[config.mk]
export PLATFORM = sky130hd
export DESIGN_NAME = ocw3_poll_read_control_flat
export DESIGN_NICKNAME = d
export VERILOG_FILES = /design/src/rtl/ocw3_poll_read_control_if.sv /design/src/rtl/ocw3_poll_read_control.sv /design/src/flat_wrapper.sv
export SDC_FILE = /design/constraint.sdc
export NUM_CORES = 1
export LEC_CHECK = 0
export CAP_MARGIN = 20
export CORE_UTILIZATION = 20
export DETAILED_ROUTE_END_ITERATION = 8
export HOLD_SLACK_MARGIN = 0.03
export PLACE_DENSITY_LB_ADDON = 0.25
export SLEW_MARGIN = 20
export SYNTH_ARGS = -nofsm -noshare
export SYNTH_HDL_FRONTEND = slang
export SYNTH_SLANG_ARGS = --single-unit
export TNS_END_PERCENT = 1
[constraint.sdc]
create_clock -name clock -period 1.28 [get_ports clock]
set_clock_uncertainty 0.05 [all_clocks]
set_input_delay 0.256 -clock clock [delete_from_list [all_inputs] [get_ports clock]]
set_output_delay 0.256 -clock clock [all_outputs]
set_load 0.02 [all_outputs]
[src/rtl/ocw3_poll_read_control_if.sv]
// ocw3_poll_read_control_if: command strobes, live IRR/ISR/IMR and read/poll results of the OCW3 block.
interface ocw3_poll_read_control_if #(parameter int NUM_IRQ = 8);
  localparam int ID_WIDTH = $clog2(NUM_IRQ);
  logic                write_initial_command_word_1;
  logic                write_operation_control_word_3_registers;
  logic [7:0]          internal_data_bus;
  logic                read_strobe;
  logic                read_imr_select;
  logic [NUM_IRQ-1:0]  interrupt_request_register;
  logic [NUM_IRQ-1:0]  in_service_register;
  logic [NUM_IRQ-1:0]  interrupt_mask;
  logic                special_mask_mode;
  logic                enable_read_register;
  logic                read_register_isr_or_irr;
  logic                poll_active;
  logic                poll_ack;
  logic [ID_WIDTH-1:0] poll_level;
  logic [NUM_IRQ-1:0]  read_data;
  modport slave (
    input  write_initial_command_word_1, write_operation_control_word_3_registers,
           internal_data_bus, read_strobe, read_imr_select,
           interrupt_request_register, in_service_register, interrupt_mask,
    output special_mask_mode, enable_read_register, read_register_isr_or_irr,
           poll_active, poll_ack, poll_level, read_data
  );
  modport master (
    output write_initial_command_word_1, write_operation_control_word_3_registers,
           internal_data_bus, read_strobe, read_imr_select,
           interrupt_request_register, in_service_register, interrupt_mask,
    input  special_mask_mode, enable_read_register, read_register_isr_or_irr,
           poll_active, poll_ack, poll_level, read_data
  );
endinterface

[src/rtl/ocw3_poll_read_control.sv]
// ocw3_poll_read_control: OCW3 register-read select, special mask mode and poll command.
// The poll command (D2) exists only when OCW3_POLL_EN is defined.
module ocw3_poll_read_control #(
  parameter int NUM_IRQ = 8
) (
  input logic                      clock,
  input logic                      reset_n,
  ocw3_poll_read_control_if.slave  bus
);
  localparam int ID_WIDTH = $clog2(NUM_IRQ);
  logic       smm_q, smm_d, err_q, err_d, ris_q, ris_d;
  logic       icw1, ocw3;
  logic [7:0] d;
  logic [NUM_IRQ-1:0] reg_data;
  assign icw1 = bus.write_initial_command_word_1;
  assign ocw3 = bus.write_operation_control_word_3_registers;
  assign d    = bus.internal_data_bus;
  always_comb begin
    smm_d = icw1 ? 1'b0 : (ocw3 && d[6]) ? d[5] : smm_q;
    err_d = icw1 ? 1'b1 : (ocw3 && d[1]) ? 1'b1 : err_q;
    ris_d = icw1 ? 1'b0 : (ocw3 && d[1]) ? d[0] : ris_q;
  end
  always_ff @(posedge clock or negedge reset_n) begin
    if (!reset_n) begin
      smm_q <= 1'b0;
      err_q <= 1'b1;
      ris_q <= 1'b0;
    end else begin
      smm_q <= smm_d;
      err_q <= err_d;
      ris_q <= ris_d;
    end
  end
  assign bus.special_mask_mode        = smm_q;
  assign bus.enable_read_register     = err_q;
  assign bus.read_register_isr_or_irr = ris_q;
  assign reg_data = (bus.read_imr_select || !err_q) ? bus.interrupt_mask :
                    ris_q ? bus.in_service_register : bus.interrupt_request_register;
`ifdef OCW3_POLL_EN
  typedef enum logic {IDLE, ARMED} state_t;
  state_t state_q, state_d;
  logic [NUM_IRQ-1:0]  word_q, word_d, cand, allow, pw;
  logic [ID_WIDTH-1:0] idx;
  logic                ack_q, ack_d, seen;
  // Without special mask, a level is eligible only if no equal-or-higher level is in service.
  always_comb begin
    seen  = 1'b0;
    allow = '0;
    idx   = '0;
    for (int i = 0; i < NUM_IRQ; i++) begin
      seen     = seen | bus.in_service_register[i];
      allow[i] = ~seen | smm_q;
    end
    cand = bus.interrupt_request_register & ~bus.interrupt_mask & allow;
    for (int i = NUM_IRQ - 1; i >= 0; i--) begin
      if (cand[i]) idx = ID_WIDTH'(i);
    end
    pw                 = '0;
    pw[NUM_IRQ-1]      = |cand;
    pw[ID_WIDTH-1:0]   = idx;
  end
  always_comb begin
    state_d = state_q;
    word_d  = word_q;
    ack_d   = 1'b0;
    if (icw1) begin
      state_d = IDLE;
      word_d  = '0;
    end else if (ocw3) begin
      state_d = d[2] ? ARMED : state_q;
      word_d  = d[2] ? pw : word_q;
    end else if (bus.read_strobe && state_q == ARMED) begin
      state_d = IDLE;
      ack_d   = word_q[NUM_IRQ-1];
    end
  end
  always_ff @(posedge clock or negedge reset_n) begin
    if (!reset_n) begin
      state_q <= IDLE;
      word_q  <= '0;
      ack_q   <= 1'b0;
    end else begin
      state_q <= state_d;
      word_q  <= word_d;
      ack_q   <= ack_d;
    end
  end
  assign bus.poll_active = (state_q == ARMED);
  assign bus.poll_ack    = ack_q;
  assign bus.poll_level  = word_q[ID_WIDTH-1:0];
  assign bus.read_data   = (state_q == ARMED) ? word_q : reg_data;
`else
  assign bus.poll_active = 1'b0;
  assign bus.poll_ack    = 1'b0;
  assign bus.poll_level  = '0;
  assign bus.read_data   = reg_data;
`endif
endmodule
[src/flat_wrapper.sv]
// flat-port wrapper written by rule: the top's interface ports become plain ports
module ocw3_poll_read_control_flat 
#(
  parameter int NUM_IRQ = 8
)
  (clock, reset_n, bus_write_initial_command_word_1, bus_write_operation_control_word_3_registers, bus_internal_data_bus, bus_read_strobe, bus_read_imr_select, bus_interrupt_request_register, bus_in_service_register, bus_interrupt_mask, bus_special_mask_mode, bus_enable_read_register, bus_read_register_isr_or_irr, bus_poll_active, bus_poll_ack, bus_poll_level, bus_read_data);
  ocw3_poll_read_control_if #(.NUM_IRQ(NUM_IRQ)) bus_i ();
  input logic clock;
  input logic reset_n;
  input wire logic [$bits(bus_i.write_initial_command_word_1)-1:0] bus_write_initial_command_word_1;
  input wire logic [$bits(bus_i.write_operation_control_word_3_registers)-1:0] bus_write_operation_control_word_3_registers;
  input wire logic [$bits(bus_i.internal_data_bus)-1:0] bus_internal_data_bus;
  input wire logic [$bits(bus_i.read_strobe)-1:0] bus_read_strobe;
  input wire logic [$bits(bus_i.read_imr_select)-1:0] bus_read_imr_select;
  input wire logic [$bits(bus_i.interrupt_request_register)-1:0] bus_interrupt_request_register;
  input wire logic [$bits(bus_i.in_service_register)-1:0] bus_in_service_register;
  input wire logic [$bits(bus_i.interrupt_mask)-1:0] bus_interrupt_mask;
  output wire logic [$bits(bus_i.special_mask_mode)-1:0] bus_special_mask_mode;
  output wire logic [$bits(bus_i.enable_read_register)-1:0] bus_enable_read_register;
  output wire logic [$bits(bus_i.read_register_isr_or_irr)-1:0] bus_read_register_isr_or_irr;
  output wire logic [$bits(bus_i.poll_active)-1:0] bus_poll_active;
  output wire logic [$bits(bus_i.poll_ack)-1:0] bus_poll_ack;
  output wire logic [$bits(bus_i.poll_level)-1:0] bus_poll_level;
  output wire logic [$bits(bus_i.read_data)-1:0] bus_read_data;
  assign bus_i.write_initial_command_word_1 = bus_write_initial_command_word_1;
  assign bus_i.write_operation_control_word_3_registers = bus_write_operation_control_word_3_registers;
  assign bus_i.internal_data_bus = bus_internal_data_bus;
  assign bus_i.read_strobe = bus_read_strobe;
  assign bus_i.read_imr_select = bus_read_imr_select;
  assign bus_i.interrupt_request_register = bus_interrupt_request_register;
  assign bus_i.in_service_register = bus_in_service_register;
  assign bus_i.interrupt_mask = bus_interrupt_mask;
  assign bus_special_mask_mode = bus_i.special_mask_mode;
  assign bus_enable_read_register = bus_i.enable_read_register;
  assign bus_read_register_isr_or_irr = bus_i.read_register_isr_or_irr;
  assign bus_poll_active = bus_i.poll_active;
  assign bus_poll_ack = bus_i.poll_ack;
  assign bus_poll_level = bus_i.poll_level;
  assign bus_read_data = bus_i.read_data;
  ocw3_poll_read_control #(.NUM_IRQ(NUM_IRQ)) u_core (.clock(clock), .reset_n(reset_n), .bus(bus_i));
endmodule
==> impl_results.md <==
- Status: finished, violations left
- Violated checks: setup timing
- Hold Crit Class: input port to asynchronous set/reset pin
- CTS Root Buffer Type: clkbuf_4
- RSZ-0062 raised after global routing: yes
- Total GRT Usage: between 10% and 20%
- GRT overflow: 0
- Antenna violations before repair: 0
- Post-Synth XOR/XNOR Area: 0%
- Dpl hpwl: just over 800 µm
- Reg power frac: between 10% and 20%
- # fillers: 140
- Post-CTS Hold Buffers: 0
- Setup bufs post-CTS: 0
- # IOs: 54
- Crit path buffers/inverters: 2
- Max Freq: 677 MHz
- Crit path max-delay family: flip-flops
- Reg2Reg Setup Slack: 350 ps
- Num CTS Buffers: 3
- DR WL/cell: 9.95 µm
- Type of origin of the critical path: flip-flop
- Sw power: ~0.14 mW
- H-tree levels: 1
- # nets final: about 130
- Number of port buffers: 42
- Worst-path clk slew: approximately 30 ps
- Reg2reg path depth: 3
- Iteration-0 DRC Markers: 5
- Register bit total from synthesis: 2
- Critical Path Max Stage Delay: approximately 350 ps
- PnR Total Power: roughly 0.46 mW
- Post-synth cell types: 13
- Worst IR Drop VDD: 0.228 mV
- GP Congestion: 0.660
- DRT Pass-1 Iters: 6
- Crit Path Max Fanout: 7
- Cell Area, Synth: 313 µm²
- Pleak: 0.337 nW
- Vias in the first global route: 391
- Switching Share: 31.0%
- Gate Count Post-Synth: 42
- Clock Sinks: 2
- WL final: 1.02 mm
- Residual DRC count: 0
- Combinational share of power: 54.5%
- Layout cells sized above 1: between 20 and 25%
- Clock Latency Late Sink: 230 ps
- Setup violators final: 9
- Max Slew Vio Count: 0
- Pint: 0.320 mW
- First-pass GRT wire length: 1.69 mm
- Fin. Hold Viols: 0
- CP required: 970 ps
- Die width: 41.5 µm
- Post-cts repair resize count: 45
- Crit path capture type: output pin
- Most used cell, CP: buf_6
- Area leader, netlist: mux2i_1
- Via density: 4.32
- Core ar.: roughly 1400 µm²
- Die Y: 41.5 µm
- Area Growth Syn to Fin: 143%
- # rows: 13
- Power per cell area: ~600 nW/µm²
- Simple-gate area share of the yosys netlist: 12.8%
- Longest Clk Path Bufs: 2
- Post-synthesis sequential area ratio: between 15 and 20%
- Die ar.: approximately 1700 µm²
- Ys Warns: 0
- Mux share of post-synthesis cell area: approximately a quarter
- Synth top area cells: mux2i_1 (26%), dfrtp_1 (16%), buf_4 (14%)
- Total negative slack: -1470 ps
- Yosys top cell area share: 25.6%
- RR Startpoint: u_core.bus.read_register_isr_or_irr$_DFFE_PN0P_
- Crit path kind: flip-flop to output pin
- Pin count of the biggest net entering global routing: 9
- Synth Area in Adders: 0%
- CP cell instances: buf_6 -> mux2i_2 -> o21ai_2 -> buf_6
- Max_cap viols: 0
- Antenna viol nets, final: 0
- Slowest-stage cell, CP: dfrtp_1
- Clk pwr share: 30.9%
- Combinational family with the most area after synthesis: multiplexers
- Worst endpoint data arrival time: 1170 ps
- Final setup margin: -197 ps
- R2R Path End: u_core.bus.read_register_isr_or_irr$_DFFE_PN0P_
- Via count: 441
- Shortest period the worst path allows: 1480 ps
- CTS tree: yes
- Compound-Gate Fraction of Synth Area: 23.6%
- Starting density of the core: 22.6%
- Post-Syn Area per Cell: 7.45 µm²
- ANT cells: 0
- Final period utilization: 115%
-- area by class of cell --
cell class / instances / area [µm²] / area share [%]
multi-input cells: 36 / 224 / 29.4
flip-flops and latches: 2 / 50.0 / 6.58
clock buffers: 3 / 22.5 / 2.96
well taps: 15 / 18.8 / 2.47
repair buffers: 46 / 445 / 58.6
-- per-layer routing --
layer / vias to the layer above / track usage, % / share of wire [%]
met5: - / 0 / 0
met4: 0 / 5.81 / 0
met3: 0 / 6.09 / 11
met2: 33 / 17.8 / 47
met1: 184 / 15.3 / 42
li1: 224 / - / -
-- per-stage QoR --
step | util [%] | instance area [µm²] | cells | setup slack (ps) | hold slack, ps
floorplan | - | 332 | 46 | -83.7 | -89.6
global placement | 53.5 | 739 | 99 | -644 | 383
detailed placement | 53.5 | 739 | 99 | -669 | 381
CTS | 54.3 | 751 | 102 | -214 | 137
global route | 55.0 | 761 | 102 | -283 | 141
finish | 55.0 | 761 | 102 | -197 | 143
-- worst max-delay path by stage --
stage,start,end,slack (ps),cells past startpoint
after floorplan,u_core.bus.read_register_isr_or_irr$_DFFE_PN0P_,bus_read_data[1],-80,3
after global placement,bus_read_imr_select,bus_read_data[7],-640,5
after detailed placement,bus_read_imr_select,bus_read_data[0],-670,5
after CTS,u_core.bus.read_register_isr_or_irr$_DFFE_PN0P_,bus_read_data[0],-210,4
after global routing,u_core.bus.read_register_isr_or_irr$_DFFE_PN0P_,bus_read_data[2],-280,4
final,u_core.bus.read_register_isr_or_irr$_DFFE_PN0P_,bus_read_data[0],-200,4
-- synth_stat cells --
| library cell | number |
|---|---|
| buf_2 | 1 |
| a21bo_1 | 1 |
| mux2i_1 | 8 |
| a21bo_2 | 1 |
| nand2_1 | 8 |
| conb_1 | 2 |
| buf_6 | 1 |
| buf_4 | 6 |
| dfrtp_1 | 2 |
| o21ai_0 | 8 |
| a21oi_2 | 1 |
| a21oi_1 | 1 |
| nand3_1 | 2 |
-- cells by family (layout without fill, tap and decap cells) --
logic type / Yosys count / count (layout)
AND/OR/NAND/NOR: 10 / 10
multiplexers: 8 / 8
flip-flops: 2 / 2
other: 2 / 6
AO/OA/AOI/OAI: 12 / 12
buffers and inverters: 8 / 49
-- sequential cells by signal, indices dropped and copies added, names as in the netlist --
register and count:
u_core.bus.read_register_isr_or_irr 1, u_core.bus.special_mask_mode 1
-- power groups by stage --
stage               combinational (mW)  clock (mW)  sequential, mW
floorplan                        0.107           0          0.0721
global placement                 0.253           0          0.0684
finish                           0.252       0.143          0.0678
global route                     0.272       0.157          0.0682
detailed placement               0.256           0          0.0683
CTS                              0.252       0.153          0.0678
-- cell usage in the layout, fill, tap and decap left out --
| cell | synthesis | layout |
|---|---|---|
| a21bo_2 | 1 | 1 |
| nand3_1 | 2 | 2 |
| o21ai_2 | 0 | 1 |
| clkdlybuf4s50_1 | 0 | 31 |
| a21oi_2 | 1 | 1 |
| buf_4 | 6 | 8 |
| a21bo_1 | 1 | 1 |
| conb_1 | 2 | 6 |
| buf_6 | 1 | 4 |
| dlymetal6s2s_1 | 0 | 1 |
| nand2_1 | 8 | 8 |
| o21ai_1 | 0 | 7 |
| dlygate4sd2_1 | 0 | 2 |
| a21oi_1 | 1 | 1 |
| mux2i_1 | 8 | 7 |
| dfrtp_1 | 2 | 2 |
| mux2i_2 | 0 | 1 |
| clkbuf_4 | 0 | 3 |
Power figures use the tool's default switching activity.
